`src/rtl/segway_seq_if.sv`:
```
`default_nettype none
// ============================================================================
// Module   : segway_seq_if
// Purpose  : Control bundle between the load-cell front end, segway_seq and
//            segway_math.
// Revision : 1.0
// ============================================================================
interface segway_seq_if;
    logic        pwr_req;
    logic [11:0] lft_ld;
    logic [11:0] rght_ld;
    logic        too_fast;
    logic        pwr_up;
    logic [7:0]  ss_tmr;
    logic        en_steer;
    logic        rider_off;
    logic        fault;

    modport master (
        output pwr_req, lft_ld, rght_ld, too_fast,
        input  pwr_up, ss_tmr, en_steer, rider_off, fault
    );

    modport slave (
        input  pwr_req, lft_ld, rght_ld, too_fast,
        output pwr_up, ss_tmr, en_steer, rider_off, fault
    );
endinterface
`default_nettype wire

```
`src/rtl/segway_seq.sv`:
```
`default_nettype none
// ============================================================================
// Module   : segway_seq
// Purpose  : Power/steer sequencer: soft-start ramp, rider/balance gated
//            steering enable and sustained-overspeed ramp-down.
// Revision : 1.0
// ============================================================================
module segway_seq #(
    parameter logic [11:0] MIN_RIDER_WT = 12'h200,
    parameter logic [11:0] WT_HYST      = 12'h040,
    parameter int          SS_DIV       = 8,
    parameter int          STABLE_W     = 26,
    parameter int          TF_CYC       = 16
) (
    input  logic         clk,
    input  logic         rst,
    segway_seq_if.slave  bus
);

    localparam logic [2:0] S_OFF      = 3'd0;
    localparam logic [2:0] S_RAMP_UP  = 3'd1;
    localparam logic [2:0] S_BALANCE  = 3'd2;
    localparam logic [2:0] S_STEER    = 3'd3;
    localparam logic [2:0] S_RAMP_DN  = 3'd4;

    localparam logic [SS_DIV-1:0]   c_presc_one  = {{(SS_DIV-1){1'b0}}, 1'b1};
    localparam logic [STABLE_W-1:0] c_stab_one   = {{(STABLE_W-1){1'b0}}, 1'b1};
    localparam logic [STABLE_W-1:0] c_stab_last  = {{(STABLE_W-1){1'b1}}, 1'b0};
    localparam logic [7:0]          c_tf_last    = 8'(TF_CYC - 1);
    localparam logic [12:0]         c_present_th = {1'b0, MIN_RIDER_WT};
    localparam logic [12:0]         c_gone_th    = {1'b0, MIN_RIDER_WT - WT_HYST};

    logic [2:0]          r_state;
    logic [SS_DIV-1:0]   r_presc;
    logic [STABLE_W-1:0] r_stab_cnt;
    logic [7:0]          r_tf_cnt;
    logic [7:0]          r_ss_tmr;
    logic                r_pwr_up;
    logic                r_en_steer;
    logic                r_rider_off;
    logic                r_fault;

    logic [12:0]         w_sum;
    logic [12:0]         w_diff;
    logic                w_present;
    logic                w_gone;
    logic                w_level;
    logic                w_tilted;
    logic                w_tick;
    logic                w_tf_trip;
    logic [7:0]          w_tf_inc;

    logic [2:0]          w_state_nxt;
    logic [SS_DIV-1:0]   w_presc_nxt;
    logic [STABLE_W-1:0] w_stab_nxt;
    logic [7:0]          w_tf_nxt;
    logic [7:0]          w_ss_nxt;
    logic                w_rider_off_nxt;
    logic                w_fault_nxt;

    // Weight and balance qualifiers, all compared as 13-bit unsigned.
    assign w_sum     = {1'b0, bus.lft_ld} + {1'b0, bus.rght_ld};
    assign w_diff    = {1'b0, (bus.lft_ld >= bus.rght_ld) ? (bus.lft_ld - bus.rght_ld)
                                                           : (bus.rght_ld - bus.lft_ld)};
    assign w_present = (w_sum > c_present_th);
    assign w_gone    = (w_sum < c_gone_th);
    assign w_level   = (w_diff < (w_sum >> 2));
    assign w_tilted  = (w_diff > (w_sum >> 1));

    assign w_tick    = &r_presc;
    assign w_tf_inc  = bus.too_fast ? (r_tf_cnt + 8'd1) : 8'd0;
    assign w_tf_trip = bus.too_fast && (r_tf_cnt == c_tf_last);

    always_comb begin
        w_state_nxt     = r_state;
        w_ss_nxt        = r_ss_tmr;
        w_fault_nxt     = r_fault;
        w_rider_off_nxt = 1'b0;
        w_stab_nxt      = '0;
        w_tf_nxt        = '0;

        case (r_state)
            S_OFF: begin
                w_ss_nxt = 8'h00;
                if (bus.pwr_req) begin
                    w_state_nxt = S_RAMP_UP;
                    w_fault_nxt = 1'b0;
                end
            end

            S_RAMP_UP: begin
                if (!bus.pwr_req) begin
                    w_state_nxt = S_RAMP_DN;
                end else if (w_tick) begin
                    if (r_ss_tmr == 8'hFF) begin
                        w_state_nxt = S_BALANCE;
                    end else begin
                        w_ss_nxt = r_ss_tmr + 8'd1;
                    end
                end
            end

            // Ramp-down is never aborted; a renewed request waits for OFF.
            S_RAMP_DN: begin
                if (w_tick) begin
                    if (r_ss_tmr == 8'h00) begin
                        w_state_nxt = S_OFF;
                    end else begin
                        w_ss_nxt = r_ss_tmr - 8'd1;
                    end
                end
            end

            S_BALANCE, S_STEER: begin
                w_ss_nxt = 8'hFF;
                w_tf_nxt = w_tf_inc;
                if (w_tf_trip || !bus.pwr_req) begin
                    w_state_nxt = S_RAMP_DN;
                    w_tf_nxt    = '0;
                    if (w_tf_trip) begin
                        w_fault_nxt = 1'b1;
                    end
                end else if (r_state == S_STEER) begin
                    if (w_gone) begin
                        w_state_nxt     = S_BALANCE;
                        w_rider_off_nxt = 1'b1;
                    end else if (w_tilted) begin
                        w_state_nxt = S_BALANCE;
                    end
                end else if (w_present && w_level) begin
                    if (r_stab_cnt == c_stab_last) begin
                        w_state_nxt = S_STEER;
                    end else begin
                        w_stab_nxt = r_stab_cnt + c_stab_one;
                    end
                end
            end

            default: begin
                w_state_nxt = S_OFF;
                w_ss_nxt    = 8'h00;
            end
        endcase
    end

    // Prescaler restarts on every state change so each ramp step is a full period.
    always_comb begin
        w_presc_nxt = '0;
        if ((w_state_nxt == r_state) && ((r_state == S_RAMP_UP) || (r_state == S_RAMP_DN))) begin
            w_presc_nxt = r_presc + c_presc_one;
        end
    end

    always_ff @(posedge clk) begin
        if (rst) begin
            r_state     <= S_OFF;
            r_presc     <= '0;
            r_stab_cnt  <= '0;
            r_tf_cnt    <= '0;
            r_ss_tmr    <= 8'h00;
            r_pwr_up    <= 1'b0;
            r_en_steer  <= 1'b0;
            r_rider_off <= 1'b0;
            r_fault     <= 1'b0;
        end else begin
            r_state     <= w_state_nxt;
            r_presc     <= w_presc_nxt;
            r_stab_cnt  <= w_stab_nxt;
            r_tf_cnt    <= w_tf_nxt;
            r_ss_tmr    <= w_ss_nxt;
            r_pwr_up    <= (w_state_nxt != S_OFF);
            r_en_steer  <= (w_state_nxt == S_STEER);
            r_rider_off <= w_rider_off_nxt;
            r_fault     <= w_fault_nxt;
        end
    end

    assign bus.pwr_up    = r_pwr_up;
    assign bus.ss_tmr    = r_ss_tmr;
    assign bus.en_steer  = r_en_steer;
    assign bus.rider_off = r_rider_off;
    assign bus.fault     = r_fault;

endmodule
`default_nettype wire

```
`src/flat_wrapper.sv`:
```
// flat-port wrapper written by rule: the top's interface ports become plain ports
module segway_seq_flat 
#(
    parameter logic [11:0] MIN_RIDER_WT = 12'h200,
    parameter logic [11:0] WT_HYST      = 12'h040,
    parameter int          SS_DIV       = 8,
    parameter int          STABLE_W     = 26,
    parameter int          TF_CYC       = 16
)
  (clk, rst, bus_pwr_req, bus_lft_ld, bus_rght_ld, bus_too_fast, bus_pwr_up, bus_ss_tmr, bus_en_steer, bus_rider_off, bus_fault);
  segway_seq_if bus_i ();
  input  logic clk;
  input  logic rst;
  input wire logic [$bits(bus_i.pwr_req)-1:0] bus_pwr_req;
  input wire logic [$bits(bus_i.lft_ld)-1:0] bus_lft_ld;
  input wire logic [$bits(bus_i.rght_ld)-1:0] bus_rght_ld;
  input wire logic [$bits(bus_i.too_fast)-1:0] bus_too_fast;
  output wire logic [$bits(bus_i.pwr_up)-1:0] bus_pwr_up;
  output wire logic [$bits(bus_i.ss_tmr)-1:0] bus_ss_tmr;
  output wire logic [$bits(bus_i.en_steer)-1:0] bus_en_steer;
  output wire logic [$bits(bus_i.rider_off)-1:0] bus_rider_off;
  output wire logic [$bits(bus_i.fault)-1:0] bus_fault;
  assign bus_i.pwr_req = bus_pwr_req;
  assign bus_i.lft_ld = bus_lft_ld;
  assign bus_i.rght_ld = bus_rght_ld;
  assign bus_i.too_fast = bus_too_fast;
  assign bus_pwr_up = bus_i.pwr_up;
  assign bus_ss_tmr = bus_i.ss_tmr;
  assign bus_en_steer = bus_i.en_steer;
  assign bus_rider_off = bus_i.rider_off;
  assign bus_fault = bus_i.fault;
  segway_seq #(.MIN_RIDER_WT(MIN_RIDER_WT), .WT_HYST(WT_HYST), .SS_DIV(SS_DIV), .STABLE_W(STABLE_W), .TF_CYC(TF_CYC)) u_core (.clk(clk), .rst(rst), .bus(bus_i));
endmodule
```
`config.mk`:
```
export PLATFORM = sky130hd
export DESIGN_NAME = segway_seq_flat
export DESIGN_NICKNAME = d
export VERILOG_FILES = /design/src/rtl/segway_seq_if.sv /design/src/rtl/segway_seq.sv /design/src/flat_wrapper.sv
export SDC_FILE = /design/constraint.sdc
export NUM_CORES = 1
export LEC_CHECK = 0
export BUFFER_PORTS_ARGS = -buffer_cell sky130_fd_sc_hd__buf_2
export CORE_UTILIZATION = 61
export DETAILED_ROUTE_END_ITERATION = 8
export GPL_TIMING_DRIVEN = 0
export PLACE_DENSITY = 0.87
export SLEW_MARGIN = 40
export SYNTH_ARGS = -nofsm -noshare
export SYNTH_HDL_FRONTEND = slang
export SYNTH_SLANG_ARGS = --single-unit
export TNS_END_PERCENT = 30
```
`constraint.sdc`:
```
create_clock -name clk -period 4.55 [get_ports clk]
set_input_delay 0.2275 -clock clk [delete_from_list [all_inputs] [get_ports clk]]
set_output_delay 0.2275 -clock clk [all_outputs]
set_load 0.01 [all_outputs]
```
Word-level counts from Yosys, hierarchy flattened
Cells that the tools add are included.

word-level totals
  input port bits = 28
  register bits after elaboration = 57
  output and inout port bits = 12
  word-level logic and storage cells = 87

cells by class
  bitwise gates (word level) = 5
  $lt $le $gt $ge = 5
  $add $sub $neg = 8
  equal/unequal tests = 17
  reduce and logical (&&, ||, !) cells = 18
  mux-type cells = 25

operator list
  kind                     number
  $mux W8                  5
  $mux W3                  12
  $add A26 B1 Y26 const B  1
  $eq A26 B26 Y1 const B   1
  $add A8 B1 Y8 const B    3
  $pmux W8 S3              1
  $sub A12 B12 Y12         2
  $add A12 B12 Y13         1
  $gt A13 B10 Y1 const B   1
  $lt A13 B9 Y1 const B    1
  $ge A12 B12 Y1           1
  $gt A12 B12 Y1           1
  $lt A12 B11 Y1           1
  $mux W12                 1
  $pmux W3 S4              1
  $eq A3 B2 Y1 const B     3
  $eq A8 B4 Y1 const B     1
  $eq A8 B8 Y1 const B     1
  $logic_not A8 Y1         1
  $ne A2 B1 Y1 const B     4
  $ne A2 B2 Y1 const B     4
  $reduce_and A8 Y1        1
  $reduce_or A4 Y1         2
  $sub A8 B1 Y8 const B    1
  16 further kinds         27

Depth between registers and ports, before layout
Gate-level depths: netlist of the first run.

  depth after elaboration = 12
  depth in mapped cells = 23
  gate-level depth less buffers = 21

Least setup slack after synthesis of the first run
Ideal clock, no wire load.

  kind = in2reg
  start point = input port bus_lft_ld[0]
  end point = register u_core.r_stab_cnt[16]
  buffers on the path = 1
  data arrival time = 4,095 ps
  slack = 390 ps
  required time = 4,485 ps
  stages on the path = 21
  setup time = 65 ps
  cells stage by stage = inv_1 > ha_1 > inv_1 > fa_1 > a21o_1 > a21oi_1 > a2111o_1 > nand3_1 > o31ai_1 > o221ai_1 > xnor2_1 > ha_1 > a21o_1 > a2111oi_0 > o21ai_1 > a211oi_1 > o21bai_1 > a211oi_2 > nand4_4 > buf_6 > nor2_1

on the way
  longest elaborated chain between the ends = 6
  elaborated cells between the ends (all ways) = 10
  classes of those cells = add/sub (3); order compare (3); mux (1); bitwise (1); reduce/logical (2)

RTL lines
  element                                   line                source
  start: declaration                        flat_wrapper.sv:15  input wire logic [$bits(bus_i.lft_ld)-1:0] bus_lft_ld;
  $sub A12 B12 Y12 (tied with other cells)  segway_seq.sv:64    : (bus.rght_ld - bus.lft_ld)};
  $mux W12                                  segway_seq.sv:63    assign w_diff = {1'b0, (bus.lft_ld >= bus.rght_ld) ? (bus.lft_ld - bus.rght_ld)
  $lt A12 B11 Y1                            segway_seq.sv:67    assign w_level = (w_diff < (w_sum >> 2));
  $logic_and A1 B1 Y1 *                     segway_seq.sv:130   end else if (w_present && w_level) begin
  $not A1 Y1 (no source line) *             n/a
  $reduce_or A6 Y1 (no source line) *       n/a
  end signal: assignment                    segway_seq.sv:168   r_stab_cnt <= w_stab_nxt;
  end: declaration                          segway_seq.sv:35    logic [STABLE_W-1:0] r_stab_cnt;

Mark *: on every way between the ends. The rest lies on a longest branch, timed or not.
A chain may end at the register's enable or synchronous reset.

Worst setup path after layout of the first run
  start point = input port bus_lft_ld[0]
  end point = register u_core.r_stab_cnt[9]

Same word-level chain as after synthesis.

==> run_results.csv, run 1 <==
group,metric,value,unit
critical_path,crit_path_max_fanout,10,
final_layout,diodes,0,
pwr,swShare,36.8,%
final_layout,n_fill_cell,618,
logic_synthesis,ys_top_cells_by_area,"dfxtp_1 (23%), ha_1 (17%), nor2_1 (6.5%)",
clock_network,cts_hold_buffers,0,
critical_path,crit_arrival,4.66,ns
logic_synthesis,synth-seq-cells,57,
sta,hold_violations,0,
sta,slew_viol_final,0,
place,hpwl,8930,µm
critical_path,critPathCaptureType,"flop",
place,pre_cts_slack,-0.709,ns
clock_network,cts_tree,"built",
floorplanning,die_y,92.3,µm
floorplanning,die_w,92.3,µm
global_routing,grt_first_pass_wirelength,19800,µm
drt,drc_errors,0,
sta,fin_tns_setup,0,ns
sta,max_freq,228,MHz
pwr,p_leak,0.00238,µW
hold_path,worstHoldPathType,"input pin to flop",
sta,tightestPinTransition,0.657,ns
critical_path,crit_required,4.82,ns
logic_synthesis,synth_top_flop_cell,"dfxtp_1",
logic_synthesis,yosysMostFrequentCell,"nor2_1",
sta,final.period_utilization,96.4,%
final_layout,drive_gt1_share,12.4,%
logic_synthesis,netlist.area_leader.share,23.0,%
final_layout,fin_util,71.3,%
global_routing,grt_pass1_vias,4541,
clock_network,numCtsBuffers,9,
run_status,status,"finished clean",
global_routing,grt_use_total,28.7,%
floorplanning,io_pins,40,
logic_synthesis,synthTopCellsByCount,"nor2_1 (86), ha_1 (67), dfxtp_1 (57)",
run,maxCapViolCount,0,
floorplanning,start_util,63.6,%
logic_synthesis,syn_nets,724,
sta,setup_slack,0.163,ns
drt,wl_per_cell,15.3,µm
drt,wl,12000,µm
critical_path,start_kind,"input pin",
drt,drt_iter0_drc,309,
place,placed_cells,765,
logic_synthesis,synth_edf_count,0,
clock_network,clock-root-buffer,"clkbuf_8",
pwr,pwr-share-seq,31.8,%
logic_synthesis,synth_cell_types,56,
drt,viasPerCell,6.07,
logic_synthesis,syn_area_per_cell,7.95,µm²
logic_synthesis,yosys.area.top_type,"dfxtp_1",
pwr,p_per_area,288,nW/µm²
sta,setup_viol,0,
logic_synthesis,netlist_instances,625,
drt,ant_nets,0,
sta,fin_crit,4.39,ns
place,port-buffer-count,38,
pwr,p_switching,591,µW
final_layout,final_nets,774,
clock_network,insertion_delay,0.35,ns
clock_network,clkTransAtPathRegs,0.08,ns
clock_network,clockBufferDepth,2,
clock_network,h-tree-depth,3,
logic_synthesis,yosys_warnings,0,
logic_synthesis,seq_area_frac_synth,23.0,%
logic_synthesis,ys_async_sr_fraction,0,%
floorplanning,core,7810,µm²
floorplanning,die-area,8510,µm²
pwr,pwr-share-clk,31.2,%
drt,first_pass_iters,5,
sta,slew_headroom,55.0,%
place,gp_congestion,0.908,
global_routing,grt_overflow,0,
final_layout,final_cells,782,
critical_path,worstSetupPathType,"input pin to flop",
logic_synthesis,syn_area,4970,µm²
pwr,pwr-share-comb,36.9,%
clock_network,cts.sinks,57,
pwr,intPower,1010,µW
drt,vias,4748,
floorplanning,rows,32,
pwr,peakVddDrop,175,µV
sta,clock_skew,0.0160,ns
global_routing,antenna_found_initial,0,
global_routing,grt_max_degree,14,
final_layout,area_growth,12.1,%
==> stage by stage <==
| step | area [µm²] | total power [µW] | hold slack, ns |
|---|---|---|---|
| after floorplan | 4970 | 932 | 0.373 |
| after global placement | 5290 | 1040 | 0.426 |
| after detailed placement | 5290 | 1060 | 0.436 |
| after CTS | 5520 | 1580 | 0.126 |
| after global routing | 5570 | 1700 | 0.128 |
| final | 5570 | 1610 | 0.132 |
==> logic make-up after synthesis <==
kind of cell             count (synthesis)  synth area share, %
AO/OA/AOI/OAI                          131                 17.4
XOR/XNOR                                56                 9.87
adder cells (fa/ha/maj)                 71                 18.5
buffers and inverters                   65                 5.74
flip-flops                              57                 23.0
multiplexers                            13                 2.67
AND/OR/NAND/NOR                        232                 22.8
==> flip-flops by register name, indices dropped and copies added, names as in the netlist, 3 cells and up <==
signal,count
u_core.r_tf_cnt,8
u_core.r_presc,8
u_core.r_stab_cnt,26
u_core.r_state,3
u_core.bus.ss_tmr,8
==> power groups by stage <==
stage                     Sequential (µW)  Clock [µW]  Combinational (µW)
after global routing                  512         530                 656
after CTS                             511         506                 560
final                                 511         502                 593
after detailed placement              522           0                 542
after floorplan                       523           0                 409
after global placement                522           0                 516
==> critical path, stage by stage <==
cell,delay [ns]
buf_2,0.12
inv_1,0.05
ha_1,0.15
inv_1,0.05
fa_1,0.39
a21o_1,0.21
a21oi_4,0.18
a2111o_1,0.19
and3_1,0.16
clkbuf_4,0.19
buf_6,0.18
mux2i_1,0.20
o31ai_1,0.09
a21oi_1,0.21
xnor2_1,0.13
ha_1,0.23
a2111oi_2,0.33
o21ai_1,0.18
a211oi_2,0.22
o21bai_1,0.12
a211oi_2,0.20
buf_4,0.16
nand4_4,0.16
buf_6,0.20
nor2_1,0.11
==> area by class of cell <==
cell class	count	area (µm²)	area share [%]
Buffer	19	121	2.18
Clock buffer	9	124	2.22
Clock inverter	7	85.1	1.53
Inverter	45	169	3.03
Multi-Input combinational cell	503	3590	64.6
Sequential cell	57	1140	20.5
Tap cell	102	128	2.29
Timing Repair Buffer	40	205	3.69
==> worst paths after layout <==
check                startpoint                   end  slack (ns)  cells past startpoint
max               bus_lft_ld[0]  u_core.r_stab_cnt[9]        0.16                     25
min                bus_too_fast    u_core.r_tf_cnt[1]        0.13                      2
max reg2reg   u_core.r_state[0]  u_core.bus.ss_tmr[7]        1.11                     13
min reg2reg  u_core.r_tf_cnt[0]    u_core.r_tf_cnt[0]        0.46                      1
==> metal layers <==
| metal | vias up | track usage, % | routed length, µm |
|---|---|---|---|
| met5 | - | 0 | 0 |
| met4 | 0 | 11.3 | 259 |
| met2 | 191 | 51.3 | 6010 |
| met1 | 2208 | 33.8 | 5020 |
| li1 | 2318 | - | - |
| met3 | 31 | 4.89 | 709 |
==> cell usage in the layout (no fill, tap or decap), types with 15 or more instances in the layout <==
| master | instances |
|---|---|
| buf_2 | 45 |
| xor2_1 | 24 |
| nor3_1 | 22 |
| xnor2_1 | 32 |
| inv_1 | 44 |
| nand3_1 | 28 |
| nand4_1 | 15 |
| ha_1 | 67 |
| nand2_1 | 29 |
| a21oi_1 | 47 |
| dfxtp_1 | 57 |
| nor2_1 | 86 |
==> repair_timing <==
| item | 4_1_cts | 5_1_grt |
|---|---|---|
| pin swaps | 1 | 4 |
| endpoints found under the setup margin | 28 | 28 |
| buffers inserted | 1 | 1 |
| resized for setup | 5 | 9 |
(Power assumes the default switching activity.)
==> run 2: changes to the inputs <==
Settings changed: CORE_UTILIZATION 61 to 64, PLACE_DENSITY 0.87 to 0.9.
Clock period 4.55 ns to 5.2 ns, I/O delays scaled along.
==> run 2 against run 1 <==
Compared with the run above:
- core utilization grew 3.5 points
- via count is 1.4% higher
- routed wire length hardly changed
- first-iteration DRC count increased by 9.1%
- total power is 14% lower
- highest routed layer unchanged
- critical path depth down 1
- critical path type unchanged
- count of clock-buffer cells in the layout is the same
- die area decreased by 4.6%
==> run_results.csv, run 2 (synthesis results as in run 1) <==
group,metric,value,unit
place,gp_congestion,0.950,
critical_path,reg2reg_slack,1.97,ns
critical_path,crit_required,5.47,ns
hold_path,worstHoldPathType,"input pin to flop",
critical_path,cp_num_buf_inv,6,
clock_network,cts_hold_buffers,0,
floorplanning,io_pins,40,
final_layout,postLayoutCellArea,5510,µm²
place,hpwl,9210,µm
global_routing,grt_overflow,0,
global_routing,grt_first_pass_wirelength,20300,µm
critical_path,r2r_end,"u_core.bus.ss_tmr[7]",
critical_path,slowest_delay,0.40,ns
floorplanning,core,7370,µm²
final_layout,max_flop_register,"u_core.r_stab_cnt",
hold_path,hold_start,"bus_too_fast",
pwr,pwr-share-clk,30.7,%
sta,max_freq,203,MHz
floorplanning,rows,31,
clock_network,clock-root-buffer,"clkbuf_8",
clock_network,insertion_delay,0.34,ns
run_status,status,"finished clean",
final_layout,diodes,0,
final_layout,drive_gt1_share,11.9,%
critical_path,worstSetupPathType,"input pin to flop",
drt,wl,12000,µm
place,port-buffer-count,38,
clock_network,clkTransAtPathRegs,0.07,ns
critical_path,cp-endpoint,"u_core.r_stab_cnt[14]",
final_layout,final-seq-area,1140,µm²
floorplanning,die_y,90.1,µm
clock_network,cts.sinks,57,
final_layout,multi_input_area,3560,µm²
sta,rsz0062_at_grt,"false",
critical_path,start_kind,"input pin",
drt,drt_iter0_drc,337,
pwr,intPower,879,µW
pwr,pwr-share-seq,32.2,%
global_routing,grt_use_total,30.1,%
drt,first_pass_iters,7,
clock_network,clockBufferDepth,2,
critical_path,startpoint,"bus_lft_ld[0]",
final_layout,area_growth,11.0,%
drt,wl_per_cell,15.4,µm
final_layout,final_nets,774,
critical_path,crit_arrival,5.20,ns
pwr,p_leak,0.00236,µW
sta,fin_tns_setup,0,ns
pwr,swShare,36.7,%
clock_network,numCtsBuffers,9,
pwr,p_per_area,252,nW/µm²
sta,setup_viol,0,
sta,hold_ws,0.189,ns
clock_network,h-tree-depth,3,
sta,final.period_utilization,94.8,%
sta,fin_crit,4.93,ns
final_layout,final_cells,779,
floorplanning,die_w,90.1,µm
place,placed_area,5280,µm²
final_layout,n_fill_cell,561,
critical_path,crit_chain,"buf_2 > inv_1 > ha_1 > inv_1 > fa_1 > a21o_1 > a21oi_2 > a2111o_1 > and3_1 > buf_2 > clkbuf_4 > mux2i_1 > o31ai_1 > a21oi_1 > xnor2_1 > ha_1 > a2111oi_1 > o21ai_1 > a211oi_2 > o21bai_1 > a211oi_2 > nand4_4 > buf_6 > nor2_1",
place,placed_cells,762,
pwr,peakVddDrop,121,µV
sta,slew_headroom,58.9,%
clock_network,cts_tree,"built",
drt,vias,4815,
pwr,p_switching,509,µW
critical_path,cp_top_family,"compound AO/OA/AOI/OAI gates",
drt,ant_nets,0,
final_layout,layout_common_cells,"nor2_1 (86), ha_1 (67), dfxtp_1 (57)",
floorplanning,die-area,8120,µm²
sta,tightestPinTransition,0.611,ns
sta,slew_viol_final,0,
critical_path,crit_path_max_fanout,10,
global_routing,antenna_found_initial,0,
sta,clock_skew,0.00915,ns
drt,viasPerCell,6.18,
drt,drc_errors,0,
final_layout,final_common_cell,"nor2_1",
critical_path,critPathCaptureType,"flop",
critical_path,ff2ff_path_depth,13,
critical_path,crit_path_top_delay_cell,"a2111oi_1",
critical_path,reg2reg_from,"u_core.r_state[0]",
run,maxCapViolCount,0,
final_layout,largest_register_ffs,26,
global_routing,grt_max_degree,13,
global_routing,grt_pass1_vias,4603,
critical_path,worst-path-stages,24,
pwr,pwr-share-comb,37.1,%
floorplanning,start_util,67.4,%
sta,hold_violations,0,
==> run 2: through the flow <==
step | setup slack [ns] | power [µW] | utilization, %
floorplan | 1.01 | 815 | -
global placement | -0.0403 | 909 | 71.7
detailed placement | -0.277 | 940 | 71.7
CTS | 0.0494 | 1360 | 74.4
global route | 0.0516 | 1460 | 74.8
finish | 0.272 | 1390 | 74.8
==> run 2: power by group through the flow <==
stage | combinational, µW | sequential [µW] | clock, µW
final | 514 | 447 | 426
after global routing | 566 | 448 | 449
after CTS | 487 | 447 | 430
after detailed placement | 483 | 457 | 0
after global placement | 452 | 456 | 0
after floorplan | 358 | 457 | 0
==> run 2: final cells by class <==
type / instances / area share (%)
Tap cell: 99 / 2.25
Sequential cell: 57 / 20.7
Clock inverter: 7 / 1.41
Buffer: 20 / 2.16
Multi-Input combinational cell: 503 / 64.6
Timing Repair Buffer: 39 / 3.59
Inverter: 45 / 3.06
Clock buffer: 9 / 2.25
==> run 2: timing repair <==
action                     in CTS  in global routing
setup buffers                   0                  1
setup endpoints to repair       0                 28
gates resized for setup         0                  6
==> run 2: metal layers <==
layer	vias to the layer above	part of all wire, %	GRT usage, %
li1	2313	-	-
met1	2244	43	37.0
met2	218	48	51.3
met3	40	5.7	5.08
met4	0	2.8	13.8
met5	-	0	0
==> run 2: how the worst min path moves through the flow <==
stage,to,cells after the start,slack (ns)
floorplan,u_core.r_tf_cnt[1],1,0.41
global placement,u_core.r_presc[0],1,0.43
detailed placement,u_core.r_tf_cnt[0],1,0.44
CTS,u_core.r_tf_cnt[1],2,0.19
global route,u_core.r_tf_cnt[1],2,0.20
finish,u_core.r_tf_cnt[1],2,0.19
==> run 2: worst register-to-register path, stage by stage (launching register included) <==
cell and delay (ns):
dfxtp_1 0.30, clkbuf_1 0.22, inv_1 0.16, nand2_1 0.13, nor2_1 0.49, ha_1 0.34
a21o_1 0.17, a21oi_1 0.22, o21bai_1 0.12, a2111oi_0 0.41, nor3_1 0.17, mux2i_1 0.14
o21a_1 0.18, a21oi_1 0.12
==> run 3: changes to the inputs <==
Settings changed: GPL_TIMING_DRIVEN 0 to unset.
==> run 3 against run 2 <==
Compared with the run above:
- die area stayed put
- critical path type unchanged
- non-clock buffer count is 13 lower
- critical endpoint is now u_core.r_stab_cnt[22]
- global-route usage shrank 0.28 points
- combinational power decreased by 2%
- worst setup slack better by 0.24 ns
- cell count decreased by 1.7%
- sequential cell count unchanged
==> run_results.csv, run 3 (synthesis results as in run 1) <==
group,metric,value,unit
sta,setup_slack,0.515,ns
critical_path,crit_path_max_fanout,26,
clock_network,clockBufferDepth,2,
final_layout,largest_register_ffs,26,
drt,drc_errors,0,
place,placed_area,5220,µm²
global_routing,grt_use_met3,3.81,%
floorplanning,die-area,8120,µm²
place,gp_congestion,1.06,
global_routing,grt_util_met1,36.8,%
run,maxCapViolCount,0,
place,hpwl,9070,µm
floorplanning,die_w,90.1,µm
run_status,status,"finished clean",
drt,first_pass_iters,5,
critical_path,crit_required,5.47,ns
hold_path,worstHoldPathType,"input pin to flop",
final_layout,max_flop_register,"u_core.r_stab_cnt",
global_routing,busiest_layer,"met2",
global_routing,antenna_found_initial,0,
sta,rsz0062_at_grt,"false",
critical_path,critPathCaptureType,"flop",
clock_network,numCtsBuffers,9,
pwr,p_leak,0.00233,µW
global_routing,grt_use_total,29.8,%
final_layout,area_growth,9.77,%
clock_network,clkTransAtPathRegs,0.07,ns
drt,drt_iter0_drc,354,
floorplanning,die_y,90.1,µm
sta,hold_violations,0,
clock_network,cts_tree,"built",
clock_network,clock-root-buffer,"clkbuf_8",
final_layout,final_nets,761,
place,port-buffer-count,39,
drt,wl,12000,µm
global_routing,grt_first_pass_wirelength,19900,µm
final_layout,final_common_cell,"nor2_1",
pwr,peakVddDrop,125,µV
drt,ant_nets,0,
critical_path,start_kind,"input pin",
clock_network,cts.sinks,57,
sta,max_freq,213,MHz
critical_path,crit_arrival,4.95,ns
drt,vias,4736,
drt,wl_per_cell,15.6,µm
pwr,p_per_area,261,nW/µm²
sta,fin_tns_setup,0,ns
sta,final.period_utilization,90.1,%
final_layout,postLayoutCellArea,5450,µm²
drt,viasPerCell,6.18,
critical_path,worstSetupPathType,"input pin to flop",
global_routing,grtUsageMet2,52.9,%
global_routing,grt_pass1_vias,4446,
place,pre_cts_slack,0.285,ns
floorplanning,io_pins,40,
floorplanning,rows,31,
global_routing,grt_overflow,0,
sta,tightestPinTransition,0.656,ns
clock_network,ctsResizeCount,0,
clock_network,insertion_delay,0.34,ns
sta,slew_viol_final,0,
clock_network,cts_hold_buffers,0,
floorplanning,start_util,67.4,%
sta,setup_viol,0,
final_layout,layout_common_cells,"nor2_1 (86), ha_1 (67), dfxtp_1 (57)",
clock_network,h-tree-depth,3,
sta,slew_headroom,55.1,%
global_routing,grt_max_degree,27,
final_layout,diodes,0,
floorplanning,core,7370,µm²
final_layout,final_cells,766,
sta,clock_skew,0.00851,ns
final_layout,drive_gt1_share,10.6,%
sta,fin_crit,4.68,ns
clock_network,cts_setup_buffers,0,
place,placed_cells,750,
==> run 3: per-stage QoR <==
stage	utilization, %	total power [µW]	hold WS [ns]
5_1_grt	74.0	1490	0.226
6_report	74.0	1420	0.238
2_1_floorplan	-	815	0.406
3_5_place_dp	70.9	944	0.435
4_1_cts	74.0	1410	0.232
3_3_place_gp	70.9	909	0.429
==> run 3: worst max-delay path, cell delays in order <==
cell       delay [ns]
buf_2            0.12
inv_1            0.06
ha_1             0.18
inv_1            0.07
fa_1             0.38
a21o_1           0.16
a21oi_1          0.30
a2111o_1         0.22
and3_1           0.43
mux2i_1          0.31
o221ai_1         0.16
xnor2_1          0.25
ha_1             0.29
a2111oi_0        0.36
o21ai_1          0.15
a211oi_1         0.24
o21bai_1         0.11
a211oi_2         0.28
nand4_4          0.38
nor2_1           0.21
==> run 3: layout make-up <==
cell class / count / area, µm²
inverter: 45 / 169
tap: 99 / 124
multi-input combinational: 503 / 3540
clock buffer: 10 / 138
clock inverter: 6 / 90.1
fill: 549 / 1920
timing repair buffer: 46 / 248
sequential: 57 / 1140
==> run 3: per-layer routing <==
metal  part of all wire (%)  vias up  wire length (µm)
met5                      0        -                 0
met4                    2.1        0               250
met3                    6.5       37               783
met2                     49      240              5870
met1                     42     2175              5080
li1                       -     2284                 -
==> run 3: where the power goes <==
| group | leakage [µW] | total [µW] | internal, µW | switching [µW] |
|---|---|---|---|---|
| registers | 0.000460 | 450 | 442 | 8.58 |
| clock network | 0.000113 | 465 | 284 | 181 |
| logic | 0.00175 | 506 | 206 | 299 |
==> run 3: path summary, 6_finish.rpt <==
check	from	slack, ns	cells past startpoint	end
worst max-delay path	bus_lft_ld[0]	0.52	20	u_core.r_stab_cnt[22]
worst min-delay path	bus_too_fast	0.24	2	u_core.r_tf_cnt[1]
worst max register to register	u_core.r_state[0]	1.92	12	u_core.bus.ss_tmr[7]
worst min register to register	u_core.r_presc[0]	0.46	1	u_core.r_presc[0]
